### src/rtl/dds_wave_gen_if.sv
// Control and sample bundle between a DDS client and dds_wave_gen.
// Latency: none, this file only carries signals.
// Backpressure: none; the generator always produces samples and the sink must keep up.
interface dds_wave_gen_if #(
   parameter int ACC_W = 16,
   parameter int OUT_W = 8
);
   logic             i_en;
   logic             i_ftw_load;
   logic [ACC_W-1:0] i_ftw_in;
   logic [1:0]       i_mode;
   logic [OUT_W-1:0] o_magnitude;
   logic             o_valid;
   logic             o_cycle_done;

   // Client side: drives controls, observes samples.
   modport master (
      output i_en, i_ftw_load, i_ftw_in, i_mode,
      input  o_magnitude, o_valid, o_cycle_done
   );

   // Generator side.
   modport slave (
      input  i_en, i_ftw_load, i_ftw_in, i_mode,
      output o_magnitude, o_valid, o_cycle_done
   );
endinterface

### src/rtl/dds_wave_gen.sv
// Phase-accumulator DDS: sine (quarter-wave ROM), triangle, sawtooth or square, offset-binary.
// Latency: magnitude/valid 2 cycles after the phase they represent; cycle_done 1 cycle after the wrapping step.
// Backpressure: none; one sample per clock, valid marks samples taken from an enabled step.
module dds_wave_gen #(
   parameter int ACC_W  = 16,
   parameter int LUT_AW = 6,
   parameter int OUT_W  = 8
) (
   input  logic          i_clk,
   input  logic          i_rst,
   dds_wave_gen_if.slave bus
);

   // Only the top phase bits feed any waveform; keep just enough of them in the pipe.
   localparam int PH_W  = ((LUT_AW + 2) > (OUT_W + 1)) ? (LUT_AW + 2) : (OUT_W + 1);
   localparam int ROM_N = 1 << LUT_AW;

   localparam logic [OUT_W-1:0] MID  = {1'b1, {(OUT_W-1){1'b0}}};
   localparam logic [OUT_W-2:0] PEAK = '1;

   localparam logic [1:0] MODE_SINE = 2'b00;
   localparam logic [1:0] MODE_TRI  = 2'b01;
   localparam logic [1:0] MODE_SAW  = 2'b10;
   localparam logic [1:0] MODE_SQR  = 2'b11;

   generate
      if ((LUT_AW + 2 > ACC_W) || (OUT_W + 1 > ACC_W)) begin : g_bad_params
         $error("dds_wave_gen: need LUT_AW+2 <= ACC_W and OUT_W+1 <= ACC_W");
      end
   endgenerate

   // Quarter-wave entry k = round((2^(OUT_W-1)-1) * sin(pi/2 * k / 2^LUT_AW)).
   // Evaluated with a Q30 fixed-point Taylor series so the table is built at
   // elaboration from the parameters instead of from an external image.
   function automatic logic [OUT_W-2:0] f_sine_entry(input int k);
      longint x;
      longint term;
      longint sum;
      longint amp;
      longint res;
      x    = (64'sd1686629713 * longint'(k)) >>> LUT_AW;
      term = x;
      sum  = x;
      for (int i = 1; i < 12; i++) begin
         term = (term * x) >>> 30;
         term = (term * x) >>> 30;
         term = -term / longint'((2 * i) * (2 * i + 1));
         sum  = sum + term;
      end
      amp = longint'((1 << (OUT_W - 1)) - 1);
      res = (sum * amp + (64'sd1 <<< 29)) >>> 30;
      return res[OUT_W-2:0];
   endfunction

   logic [OUT_W-2:0] w_rom [ROM_N];

   generate
      for (genvar k = 0; k < ROM_N; k++) begin : g_rom
         assign w_rom[k] = f_sine_entry(k);
      end
   endgenerate

   logic [ACC_W-1:0]  r_acc;
   logic [ACC_W-1:0]  r_ftw;
   logic              r_cycle_done;
   logic [PH_W-1:0]   r_s1_ph;
   logic [1:0]        r_s1_mode;
   logic              r_s1_en;
   logic [OUT_W-1:0]  r_magnitude;
   logic              r_valid;

   logic [ACC_W:0]    w_sum;
   logic [LUT_AW+1:0] w_sp;
   logic [1:0]        w_q;
   logic [LUT_AW-1:0] w_idx;
   logic [LUT_AW-1:0] w_mir;
   logic [LUT_AW-1:0] w_addr;
   logic [OUT_W-2:0]  w_m;
   logic [OUT_W-1:0]  w_sine;
   logic [OUT_W:0]    w_t;
   logic [OUT_W-1:0]  w_tri;
   logic [OUT_W-1:0]  w_saw;
   logic [OUT_W-1:0]  w_sqr;
   logic [OUT_W-1:0]  w_mag_next;

   // Extra top bit of the sum is the wrap carry.
   assign w_sum = {1'b0, r_acc} + {1'b0, r_ftw};

   // Accumulator steps with the tuning word held this cycle; a load takes effect from the next step.
   always_ff @(posedge i_clk) begin
      if (i_rst) begin
         r_acc        <= '0;
         r_ftw        <= '0;
         r_cycle_done <= 1'b0;
      end else begin
         if (bus.i_en) begin
            r_acc        <= w_sum[ACC_W-1:0];
            r_cycle_done <= w_sum[ACC_W];
         end else begin
            r_cycle_done <= 1'b0;
         end
         if (bus.i_ftw_load) begin
            r_ftw <= bus.i_ftw_in;
         end
      end
   end

   // Stage 1: snapshot phase, mode and enable so a mode change lands on a sample boundary.
   always_ff @(posedge i_clk) begin
      if (i_rst) begin
         r_s1_ph   <= '0;
         r_s1_mode <= '0;
         r_s1_en   <= 1'b0;
      end else begin
         r_s1_ph   <= r_acc[ACC_W-1 -: PH_W];
         r_s1_mode <= bus.i_mode;
         r_s1_en   <= bus.i_en;
      end
   end

   // Sine: fold the phase into the first quadrant. Odd quadrants read mirrored,
   // and idx 0 there is the peak, which sits one past the end of the table.
   assign w_sp   = r_s1_ph[PH_W-1 -: LUT_AW+2];
   assign w_q    = w_sp[LUT_AW+1:LUT_AW];
   assign w_idx  = w_sp[LUT_AW-1:0];
   assign w_mir  = {LUT_AW{1'b0}} - w_idx;
   assign w_addr = w_q[0] ? w_mir : w_idx;
   assign w_m    = (w_q[0] && (w_idx == '0)) ? PEAK : w_rom[w_addr];
   assign w_sine = w_q[1] ? (MID - {1'b0, w_m}) : (MID + {1'b0, w_m});

   assign w_t    = r_s1_ph[PH_W-1 -: OUT_W+1];
   assign w_tri  = w_t[OUT_W] ? ~w_t[OUT_W-1:0] : w_t[OUT_W-1:0];
   assign w_saw  = r_s1_ph[PH_W-1 -: OUT_W];
   assign w_sqr  = r_s1_ph[PH_W-1] ? {OUT_W{1'b0}} : {OUT_W{1'b1}};

   // Waveform select for the stage-2 register.
   always_comb begin
      w_mag_next = MID;
      case (r_s1_mode)
         MODE_SINE: w_mag_next = w_sine;
         MODE_TRI:  w_mag_next = w_tri;
         MODE_SAW:  w_mag_next = w_saw;
         MODE_SQR:  w_mag_next = w_sqr;
         default:   w_mag_next = MID;
      endcase
   end

   // Stage 2: registered sample; the ROM lookup resolves into this register.
   always_ff @(posedge i_clk) begin
      if (i_rst) begin
         r_magnitude <= MID;
         r_valid     <= 1'b0;
      end else begin
         r_magnitude <= w_mag_next;
         r_valid     <= r_s1_en;
      end
   end

   assign bus.o_magnitude  = r_magnitude;
   assign bus.o_valid      = r_valid;
   assign bus.o_cycle_done = r_cycle_done;

endmodule
### src/flat_wrapper.sv
// flat-port wrapper written by rule: the top's interface ports become plain ports
module dds_wave_gen_flat 
#(
   parameter int ACC_W  = 16,
   parameter int LUT_AW = 6,
   parameter int OUT_W  = 8
)
  (i_clk, i_rst, bus_i_en, bus_i_ftw_load, bus_i_ftw_in, bus_i_mode, bus_o_magnitude, bus_o_valid, bus_o_cycle_done);
  dds_wave_gen_if #(.ACC_W(ACC_W), .OUT_W(OUT_W)) bus_i ();
  input  logic i_clk;
  input  logic i_rst;
  input wire logic [$bits(bus_i.i_en)-1:0] bus_i_en;
  input wire logic [$bits(bus_i.i_ftw_load)-1:0] bus_i_ftw_load;
  input wire logic [$bits(bus_i.i_ftw_in)-1:0] bus_i_ftw_in;
  input wire logic [$bits(bus_i.i_mode)-1:0] bus_i_mode;
  output wire logic [$bits(bus_i.o_magnitude)-1:0] bus_o_magnitude;
  output wire logic [$bits(bus_i.o_valid)-1:0] bus_o_valid;
  output wire logic [$bits(bus_i.o_cycle_done)-1:0] bus_o_cycle_done;
  assign bus_i.i_en = bus_i_en;
  assign bus_i.i_ftw_load = bus_i_ftw_load;
  assign bus_i.i_ftw_in = bus_i_ftw_in;
  assign bus_i.i_mode = bus_i_mode;
  assign bus_o_magnitude = bus_i.o_magnitude;
  assign bus_o_valid = bus_i.o_valid;
  assign bus_o_cycle_done = bus_i.o_cycle_done;
  dds_wave_gen #(.ACC_W(ACC_W), .LUT_AW(LUT_AW), .OUT_W(OUT_W)) u_core (.i_clk(i_clk), .i_rst(i_rst), .bus(bus_i));
endmodule
### config.mk
export PLATFORM = sky130hd
export DESIGN_NAME = dds_wave_gen_flat
export DESIGN_NICKNAME = d
export VERILOG_FILES = /design/src/rtl/dds_wave_gen_if.sv /design/src/rtl/dds_wave_gen.sv /design/src/flat_wrapper.sv
export SDC_FILE = /design/constraint.sdc
export NUM_CORES = 1
export LEC_CHECK = 0
export CELL_PAD_IN_SITES_DETAIL_PLACEMENT = 0
export CELL_PAD_IN_SITES_GLOBAL_PLACEMENT = 2
export CORE_MARGIN = 3
export CORE_UTILIZATION = 38
export DETAILED_ROUTE_END_ITERATION = 6
export GPL_ROUTABILITY_DRIVEN = 0
export GPL_TIMING_DRIVEN = 0
export PLACE_DENSITY = 0.88
export SLEW_MARGIN = 20
export SYNTH_ARGS = -nofsm -noshare
export SYNTH_HDL_FRONTEND = slang
export SYNTH_SLANG_ARGS = --single-unit
### constraint.sdc
create_clock -name i_clk -period 6.8 [get_ports i_clk]
set_input_delay 1.36 -clock i_clk [delete_from_list [all_inputs] [get_ports i_clk]]
set_output_delay 1.36 -clock i_clk [all_outputs]
set_load 0.02 [all_outputs]
# [Word-level counts from Yosys, hierarchy flattened]
# Memories as Yosys holds them, arrays and structs flattened.
# Cells that the tools add are included.
[totals] register_bits=54 mem_bits_ro=448 in_bits=22 out_inout_bits=10 word_cells=32 memories=1
[op_classes] n_addsub=4 n_lt_le_gt_ge=1 eq_ne=3 n_mux=8 n_bitwise=3 reduce_logical=4
[memory_table] name="(no name shown)" depth=64 word_bits=7 read_ports=1 rd_clocked_by_memory_dff=0 write_ports=0 line="dds_wave_gen.sv:128" text="assign w_m = (w_q[0] && (w_idx == '0)) ? PEAK : w_rom[w_addr];"
[ops] op="case mux 8 bit (4 select lines)" n=1
[ops] op="two-way mux 8 bit" n=3
[ops] op="two-way mux 7 bit" n=3
[ops] op="adder 16 x 16 -> 17 bit" n=1
[ops] op="adder 8 x 7 -> 8 bit (first input constant)" n=1
[ops] op="inverter 8 bit" n=1
[ops] op="subtractor 8 x 7 -> 8 bit (first input constant)" n=1
[ops] op="greater-or-equal comparator 7 bit (second input constant)" n=1
[ops] op="inverter 6 -> 7 bit" n=1
[ops] op="zero test 6 bit" n=1
[ops] op="two-way mux 6 bit" n=1
[ops] op="subtractor 1 x 6 -> 6 bit (first input constant)" n=1
[ops] op="== test 2 bit (second input constant)" n=2
[ops] op="== test 2 x 1 -> 1 bit (second input constant)" n=1
[ops] op="zero test 2 bit" n=1
[ops] op="OR reduction 2 bit" n=1
[ops] op="logical AND 1 bit" n=1
[ops] op="inverter 1 bit" n=1

# [Depth between registers and ports, before layout]
# Gate-level depths: netlist of the first run.
[depth] ltp_word=10 depth_mapped=15

# [Least setup slack after synthesis of the first run]
# No wires, ideal clock.
[synth_path] path_kind="reg-to-reg" startpoint="register u_core.r_s1_ph[1]" endpoint="register u_core.r_magnitude[6], in the netlist u_core.bus.o_magnitude[6]" setup_ns=0.130 arrival_ns=3.436 path_slack_ns=3.234 stages_incl_launch_ff=15 path_buffers=2 synth_period_minus_slack_ns=3.566 cell_sequence="dfxtp_1 inv_1 ha_1 buf_2 nor2b_1 xnor2_1 clkbuf_1 nand2_1 a311o_1 a32oi_1 inv_1 ha_1 nor3b_2 a221oi_1 o31ai_2"
[synth_between] elab_chain_len=10 elab_cells_between_ends=13 classes_between="add/sub: 3; mux: 6; bitwise: 1; reduce/logical: 2; memory: 1"
[synth_rtl] element="start, declared" line="dds_wave_gen.sv:66" text="logic [PH_W-1:0] r_s1_ph;"
[synth_rtl] element="start signal, assigned" line="dds_wave_gen.sv:115" text="r_s1_ph <= r_acc[ACC_W-1 -: PH_W];"
[synth_rtl] element="subtractor 1 x 6 -> 6 bit" line="dds_wave_gen.sv:126" text="assign w_mir = {LUT_AW{1'b0}} - w_idx;"
[synth_rtl] element="two-way mux 6 bit" line="dds_wave_gen.sv:127" text="assign w_addr = w_q[0] ? w_mir : w_idx;"
[synth_rtl] element="inverter 6 -> 7 bit (not written as such)" line="dds_wave_gen.sv:128"
[synth_rtl] element="memory read (64 x 7 bit)"
[synth_rtl] element="two-way mux 7 bit (not written as such) (2 in series)" line="dds_wave_gen.sv:128"
[synth_rtl] element="two-way mux 7 bit *" line="dds_wave_gen.sv:128"
[synth_rtl] element="adder 8 x 7 -> 8 bit / subtractor 8 x 7 -> 8 bit (equally long branches)" line="dds_wave_gen.sv:129" text="assign w_sine = w_q[1] ? (MID - {1'b0, w_m}) : (MID + {1'b0, w_m});"
[synth_rtl] element="two-way mux 8 bit *" line="dds_wave_gen.sv:129"
[synth_rtl] element="case mux 8 bit (4 select lines) *" line="dds_wave_gen.sv:139" text="case (r_s1_mode)"
[synth_rtl] element="end signal, assigned" line="dds_wave_gen.sv:154" text="r_magnitude <= w_mag_next;"
[synth_rtl] element="end, declared" line="dds_wave_gen.sv:69" text="logic [OUT_W-1:0] r_magnitude;"
# Every way passes the cells marked *; elsewhere a longest branch is shown, timed or not. The select of a mux whose other input is x is not followed.
# A chain may end at the register's enable or synchronous reset.

# [Worst setup path in the final report of the first run]
# Same ends and word-level chain as after synthesis.

==> impl_metrics.csv, run 1 <==
group,metric,value,unit
cts,cts_buffer_depth,2,
cts,postCtsSetupRepairBufs,0,
power,ir_drop,72.6,uV
layout,final_nets,536,
logic_synthesis,syn_area_per_cell,8.24,um2
cts,path_clk_slew,100,ps
place,place_ws,2270,ps
cts,cts_made_buffers,5,
power,power_density,179,mW/mm2
setup_path,crit_fanout,13,
setup_path,crit_chain,"inv_1 > ha_1 > buf_2 > nand2b_1 > xnor2_1 > clkbuf_1 > mux2i_1 > a221oi_1 > a2bb2oi_1 > inv_1 > ha_1 > nor3b_2 > a221oi_1 > o31ai_2",
timing,setup_viol,0,
logic_synthesis,ys.flop_type,"dfxtp_1",
layout,multiInputGateArea,0.00247,mm2
layout,final_cells,616,
setup_path,r2r_setup_slack,2330,ps
cts,clk_latency,310,ps
layout,diodes,0,
detailed_routing,wl_per_cell,15.3,um
layout,area_growth,14.3,%
place,post-dp-hpwl,7100,um
timing,period_needed,4470,ps
grt,grt_pass1_vias,3275,
layout,nFillCells,965,
cts,hold_buffers,0,
die,rows,35,
cts,cts_resized,0,
power,p_leak,1.66,nW
place,placed_cells_incl_taps,609,
timing,fmax,0.223,GHz
setup_path,critPathKind,"reg -> reg",
place,io_buffers,29,
grt,grt_max_degree,16,
timing,setup_slack,2330,ps
grt,grt_pass1_wl,16000,um
timing,tns,0,ps
die,die_w,105,um
die,die_area,0.0110,mm2
detailed_routing,final_antenna_net_count,0,
detailed_routing,drc,0,
cts,cts_tree,"done",
setup_path,critPathCaptureType,"flip-flop",
detailed_routing,viasPerCell,5.46,
grt,grt-ovfl-total,0,
layout,layout.core_utilization,0.453,
logic_synthesis,yosys.area_share.simple,0.213,
setup_path,crit_family,"compound AO/OA/AOI/OAI gates",
die,core_area,0.00937,mm2
setup_path,critPathSlowestCell,"dfxtp_1",
logic_synthesis,muxShareOfSynthArea,0.0791,
timing,fin_crit_sh,0.658,
detailed_routing,drt_iter0_markers,136,
setup_path,startpoint_type,"flip-flop",
grt,antenna_found_initial,0,
outcome,outcome,"finished clean",
logic_synthesis,ys_seq_area_frac,0.291,
die,start_util,0.397,
timing,worstMarginPinSlew,844,ps
logic_synthesis,syn_nets,500,
setup_path,crit_arrival,4660,ps
logic_synthesis,synth.distinct_cells,67,
layout,final_layout_size_suffix_gt1_frac,0.0452,
cts,cts.sinks,54,
timing,skew,13.0,ps
logic_synthesis,synth_edf_count,0,
setup_path,worst-path-buf-inv,4,
setup_path,crit_required,6990,ps
detailed_routing,dr.pass1.iters,4,
grt,grtUsageTotal,0.177,
logic_synthesis,netlist_instances,451,
cts,cts_max_level,2,
logic_synthesis,yosys_register_bits,54,
flow_run,drv_cap,0,
logic_synthesis,netlist_area,0.00372,mm2
die,io_pins,32,
cts,cts_root_buffer,"clkbuf_8",
timing,final_hold_viol_count,0,
setup_path,max_stage_delay,710,ps
detailed_routing,vias,3366,
timing,relSlewSlack,0.437,
logic_synthesis,yosys_warnings,0,
logic_synthesis,synthXorXnorAreaFrac,0.0569,
logic_synthesis,synth_top_family_by_area,"compound AO/OA/AOI/OAI gates",
logic_synthesis,synth_compound_area_frac,0.224,
timing,rsz0062_at_grt,"no",
timing,slew_violations,0,
min_path,hold_path.class,"reg -> reg",
layout,final-seq-area,0.00108,mm2
detailed_routing,wl,9420,um
logic_synthesis,synth_fa_ha_area_frac,0.0929,
die,dieHeight,105,um
logic_synthesis,synthArstFlopShare,0,
synthesized netlist by cell type, types with 8 or more instances:
| library cell | instances | area share |
|---|---|---|
| or3_1 | 10 | 0.017 |
| clkbuf_1 | 21 | 0.021 |
| dfxtp_1 | 54 | 0.29 |
| ha_1 | 26 | 0.088 |
| mux2i_1 | 26 | 0.070 |
| a211oi_1 | 8 | 0.016 |
| a21oi_1 | 23 | 0.031 |
| nor2b_1 | 15 | 0.025 |
| o21ai_0 | 18 | 0.024 |
| nand2_1 | 29 | 0.029 |
| nand3_1 | 8 | 0.011 |
| xnor2_1 | 18 | 0.042 |
| nor3_1 | 17 | 0.023 |
| nor2_1 | 60 | 0.061 |
| inv_1 | 15 | 0.015 |
kinds of logic (layout without fill, tap and decap cells):
kind of cell | after synthesis | in the layout
simple gates | 163 | 163
compound gates | 115 | 115
flops | 54 | 54
buf+inv | 42 | 78
mux | 28 | 28
fa+ha+maj | 27 | 27
xor+xnor | 22 | 22
worst paths after layout:
| kind | cells past startpoint | startpoint | endpoint |
|---|---|---|---|
| worst max-delay path | 14 | u_core.r_s1_ph[1] | u_core.bus.o_magnitude[6] |
| worst min-delay path | 1 | u_core.r_s1_en | u_core.bus.o_valid |
| worst max register to register | 14 | u_core.r_s1_ph[1] | u_core.bus.o_magnitude[6] |
| worst min register to register | 1 | u_core.r_s1_en | u_core.bus.o_valid |
registers in the layout, summed over array words and instances, names as in the netlist:
register,flops
u_core.bus.o_magnitude,8
u_core.r_s1_ph,9
u_core.r_s1_en,1
u_core.r_s1_mode,2
u_core.bus.o_valid,1
u_core.r_ftw,16
u_core.r_acc,16
u_core.bus.o_cycle_done,1
report_power, final:
part / total, mW / switching [mW] / internal [mW]
Combinational: 0.231 / 0.130 / 0.102
Clock: 0.176 / 0.105 / 0.0710
Sequential: 0.352 / 0.0141 / 0.338
metal layers:
metal,up-vias,part of all wire,GRT usage
li1,1717,-,-
met1,1572,0.46,0.223
met2,63,0.49,0.313
met3,14,0.029,0.0241
met4,0,0.018,0.0534
met5,-,0,0
cell type report:
cell class | instances | area share
clock inverters | 1 | 0.00177
plain buffers | 26 | 0.0236
clock buffers | 6 | 0.0171
multi-input cells | 355 | 0.583
well taps | 129 | 0.0380
inverters | 16 | 0.0141
repair buffers | 29 | 0.0683
flip-flops and latches | 54 | 0.254
cells in the final DEF, fill, tap and decap left out, types with 3 or more instances in the layout:
| cell type | count |
|---|---|
| a221oi_1 | 3 |
| nor2b_1 | 15 |
| buf_1 | 3 |
| nand3_1 | 8 |
| nor3_1 | 17 |
| a2bb2oi_1 | 4 |
| a211oi_1 | 8 |
| o31ai_1 | 6 |
| o21ai_0 | 18 |
| dfxtp_1 | 54 |
| o21a_1 | 5 |
| clkbuf_1 | 22 |
| nor2_1 | 60 |
| or3_1 | 10 |
| nand2_1 | 29 |
| a21oi_1 | 23 |
| xor2_1 | 3 |
| clkbuf_8 | 5 |
| a31oi_1 | 5 |
| ha_1 | 26 |
| inv_1 | 15 |
| or2_2 | 3 |
| nor4_1 | 4 |
| a211o_1 | 4 |
| xnor2_1 | 18 |
| nand2b_1 | 6 |
| mux2i_1 | 26 |
| o22ai_1 | 3 |
| a32oi_1 | 3 |
| clkdlybuf4s50_1 | 29 |
| nor3b_1 | 3 |
| o211ai_1 | 5 |
per-stage QoR:
stage	area (um2)	hold slack (ps)	total power, mW
global placement	4170	453	0.588
floorplan	3720	414	0.524
global route	4250	489	0.810
finish	4250	467	0.759
detailed placement	4170	450	0.590
CTS	4250	474	0.768
No activity file was read; power rests on OpenSTA's default activity.
==> run 2, diff against run 1 <==
- CORE_UTILIZATION: 38 -> 35
- PLACE_DENSITY: 0.88 -> 0.82
- clock period: 6.8 -> 4.15 ns (I/O delays scaled with it)
==> run 2 against run 1 <==
  * Critical path depth did not move
  * Worst hold slack improved by 3.3 ps
  * Routed wire length rose by 3.3%
==> impl_metrics.csv, run 2 (same netlist as run 1, synthesis figures left out) <==
group,metric,value,unit
detailed_routing,dr.pass1.iters,4,
setup_path,crit_family,"compound AO/OA/AOI/OAI gates",
cts,cts.sinks,54,
min_path,hold_path.class,"reg -> reg",
timing,relSlewSlack,0.476,
detailed_routing,viasPerCell,5.41,
timing,fin_crit_sh,0.932,
layout,final_common_cell,"nor2_1",
die,die_area,0.0119,mm2
place,placed_cells_incl_taps,613,
detailed_routing,final_antenna_net_count,0,
cts,clk_latency,310,ps
grt,grtUsageTotal,0.170,
grt,grt_pass1_vias,3286,
layout,diodes,0,
cts,cts_buffer_depth,2,
die,io_pins,32,
cts,cts_made_buffers,5,
die,dieHeight,109,um
setup_path,startpoint_type,"flip-flop",
setup_path,r2r_setup_slack,280,ps
layout,reg_top3,"u_core.r_acc x16, u_core.r_ftw x16, u_core.r_s1_ph x9",
layout,final_nets,537,
timing,final_hold_viol_count,0,
grt,grt_max_degree,17,
flow_run,drv_cap,0,
setup_path,critPathSlowestCell,"dfxtp_2",
timing,skew,13.7,ps
detailed_routing,vias,3364,
cts,cts_max_level,2,
layout,area_growth,15.8,%
outcome,outcome,"finished clean",
power,sw_frac_of_total,0.332,
die,core_area,0.0100,mm2
cts,cts_root_buffer,"clkbuf_8",
die,die_w,109,um
detailed_routing,wl,9730,um
power,p_switching,0.421,mW
detailed_routing,drc,0,
grt,antenna_found_initial,0,
cts,cts_tree,"done",
timing,fmax,0.259,GHz
place,place_area,0.00417,mm2
power,p_int,0.845,mW
timing,setup_viol,0,
timing,period_needed,3870,ps
setup_path,crit_fanout,13,
layout,final_area,0.00430,mm2
layout,final_cells,622,
power,ir_drop,151,uV
timing,worstMarginPinSlew,785,ps
setup_path,critPathKind,"reg -> reg",
detailed_routing,drt_iter0_markers,95,
grt,grt-ovfl-total,0,
layout,final_layout_size_suffix_gt1_frac,0.0654,
die,rows,36,
setup_path,crit_required,4330,ps
setup_path,worst-path-buf-inv,4,
power,share_comb_of_total_power,0.307,
grt,grt_pass1_wl,16100,um
cts,path_clk_slew,110,ps
cts,hold_buffers,0,
setup_path,max_stage_delay,550,ps
timing,rsz0062_at_grt,"no",
detailed_routing,wl_per_cell,15.6,um
power,power_density,294,mW/mm2
place,post-dp-hpwl,7320,um
power,clock_power_share,0.237,
timing,timing.hold.ws,470,ps
setup_path,critPathCaptureType,"flip-flop",
die,start_util,0.370,
layout,nFillCells,1028,
setup_path,crit_chain,"inv_1 > ha_1 > buf_2 > nor2b_1 > xnor2_1 > clkbuf_2 > nand2_1 > a311o_1 > a32oi_2 > inv_1 > ha_1 > nor3b_2 > a221oi_1 > o31ai_2",
layout,final_cell_mix,"60 x nor2_1, 53 x dfxtp_1, 29 x nand2_1, 29 x clkdlybuf4s50_1",
timing,slew_violations,0,
power,p_seq_frac,0.456,
place,io_buffers,29,
setup_path,crit_arrival,4050,ps
power,p_leak,1.69,nW
-- run 2: changes by cell type in the layout (fill, tap and decap cells not counted), sizes merged --
cell,before,now
clkinv,0,2
buf,5,6
clkinvlp,1,0
-- run 2: tightest hold or removal path, cell delays in order (launching register included) --
cell	delay (ps)
dfxtp_1	330
inv_1	60
nor2_1	40
-- run 2: power groups by stage --
stage	Sequential (mW)	Clock (mW)	Combinational, mW
2_1_floorplan	0.594	0	0.265
3_3_place_gp	0.589	0	0.376
3_5_place_dp	0.590	0	0.380
4_1_cts	0.578	0.312	0.384
5_1_grt	0.582	0.330	0.432
6_report	0.577	0.300	0.389
-- run 2: area by class of cell --
class | count | area, um2 | area share
Timing Repair Buffer | 30 | 298 | 0.0692
Buffer | 26 | 103 | 0.0239
Clock buffer | 6 | 72.6 | 0.0169
Tap cell | 133 | 166 | 0.0387
Clock inverter | 2 | 13.8 | 0.00320
Multi-Input combinational cell | 355 | 2510 | 0.583
Sequential cell | 54 | 1080 | 0.252
Inverter | 16 | 60.1 | 0.0140
-- run 2: per-layer routing --
layer | global-route usage | part of all wire
met1 | 0.213 | 0.45
met2 | 0.303 | 0.51
met3 | 0.0249 | 0.035
met4 | 0.0442 | 0.014
met5 | 0 | 0
-- run 2: metrics by stage --
stage               utilization  setup TNS [ps]  worst slack (ps)  power (mW)
finish                    0.428               0               283        1.27
global route              0.428               0              35.1        1.34
CTS                       0.425               0              26.8        1.27
detailed placement        0.415            -875              -293       0.969
global placement          0.415           -1140              -344       0.965
floorplan                     -               0               584       0.859
-- run 2: what timing repair did --
| item | CTS | global route |
|---|---|---|
| cloned | 0 | 0 |
| resized for setup | 2 | 7 |
| hold endpoints to repair | 0 | 0 |
| pin swaps | 1 | 0 |
| setup endpoints to repair | 7 | 7 |
| buffers inserted | 1 | 0 |
-- run 2: worst paths after layout --
path,from,cells past startpoint,to
max,u_core.r_s1_ph[1],14,u_core.bus.o_magnitude[6]
min reg2reg,u_core.r_acc[14],2,u_core.r_s1_ph[7]
min,u_core.r_acc[14],2,u_core.r_s1_ph[7]
max reg2reg,u_core.r_s1_ph[1],14,u_core.bus.o_magnitude[6]
==> run 3, diff against run 2 <==
- CTS_CLUSTER_DIAMETER: not set -> 150
==> results of run 3 <==
Final layout, timing and power as in run 2 (identical DEF).
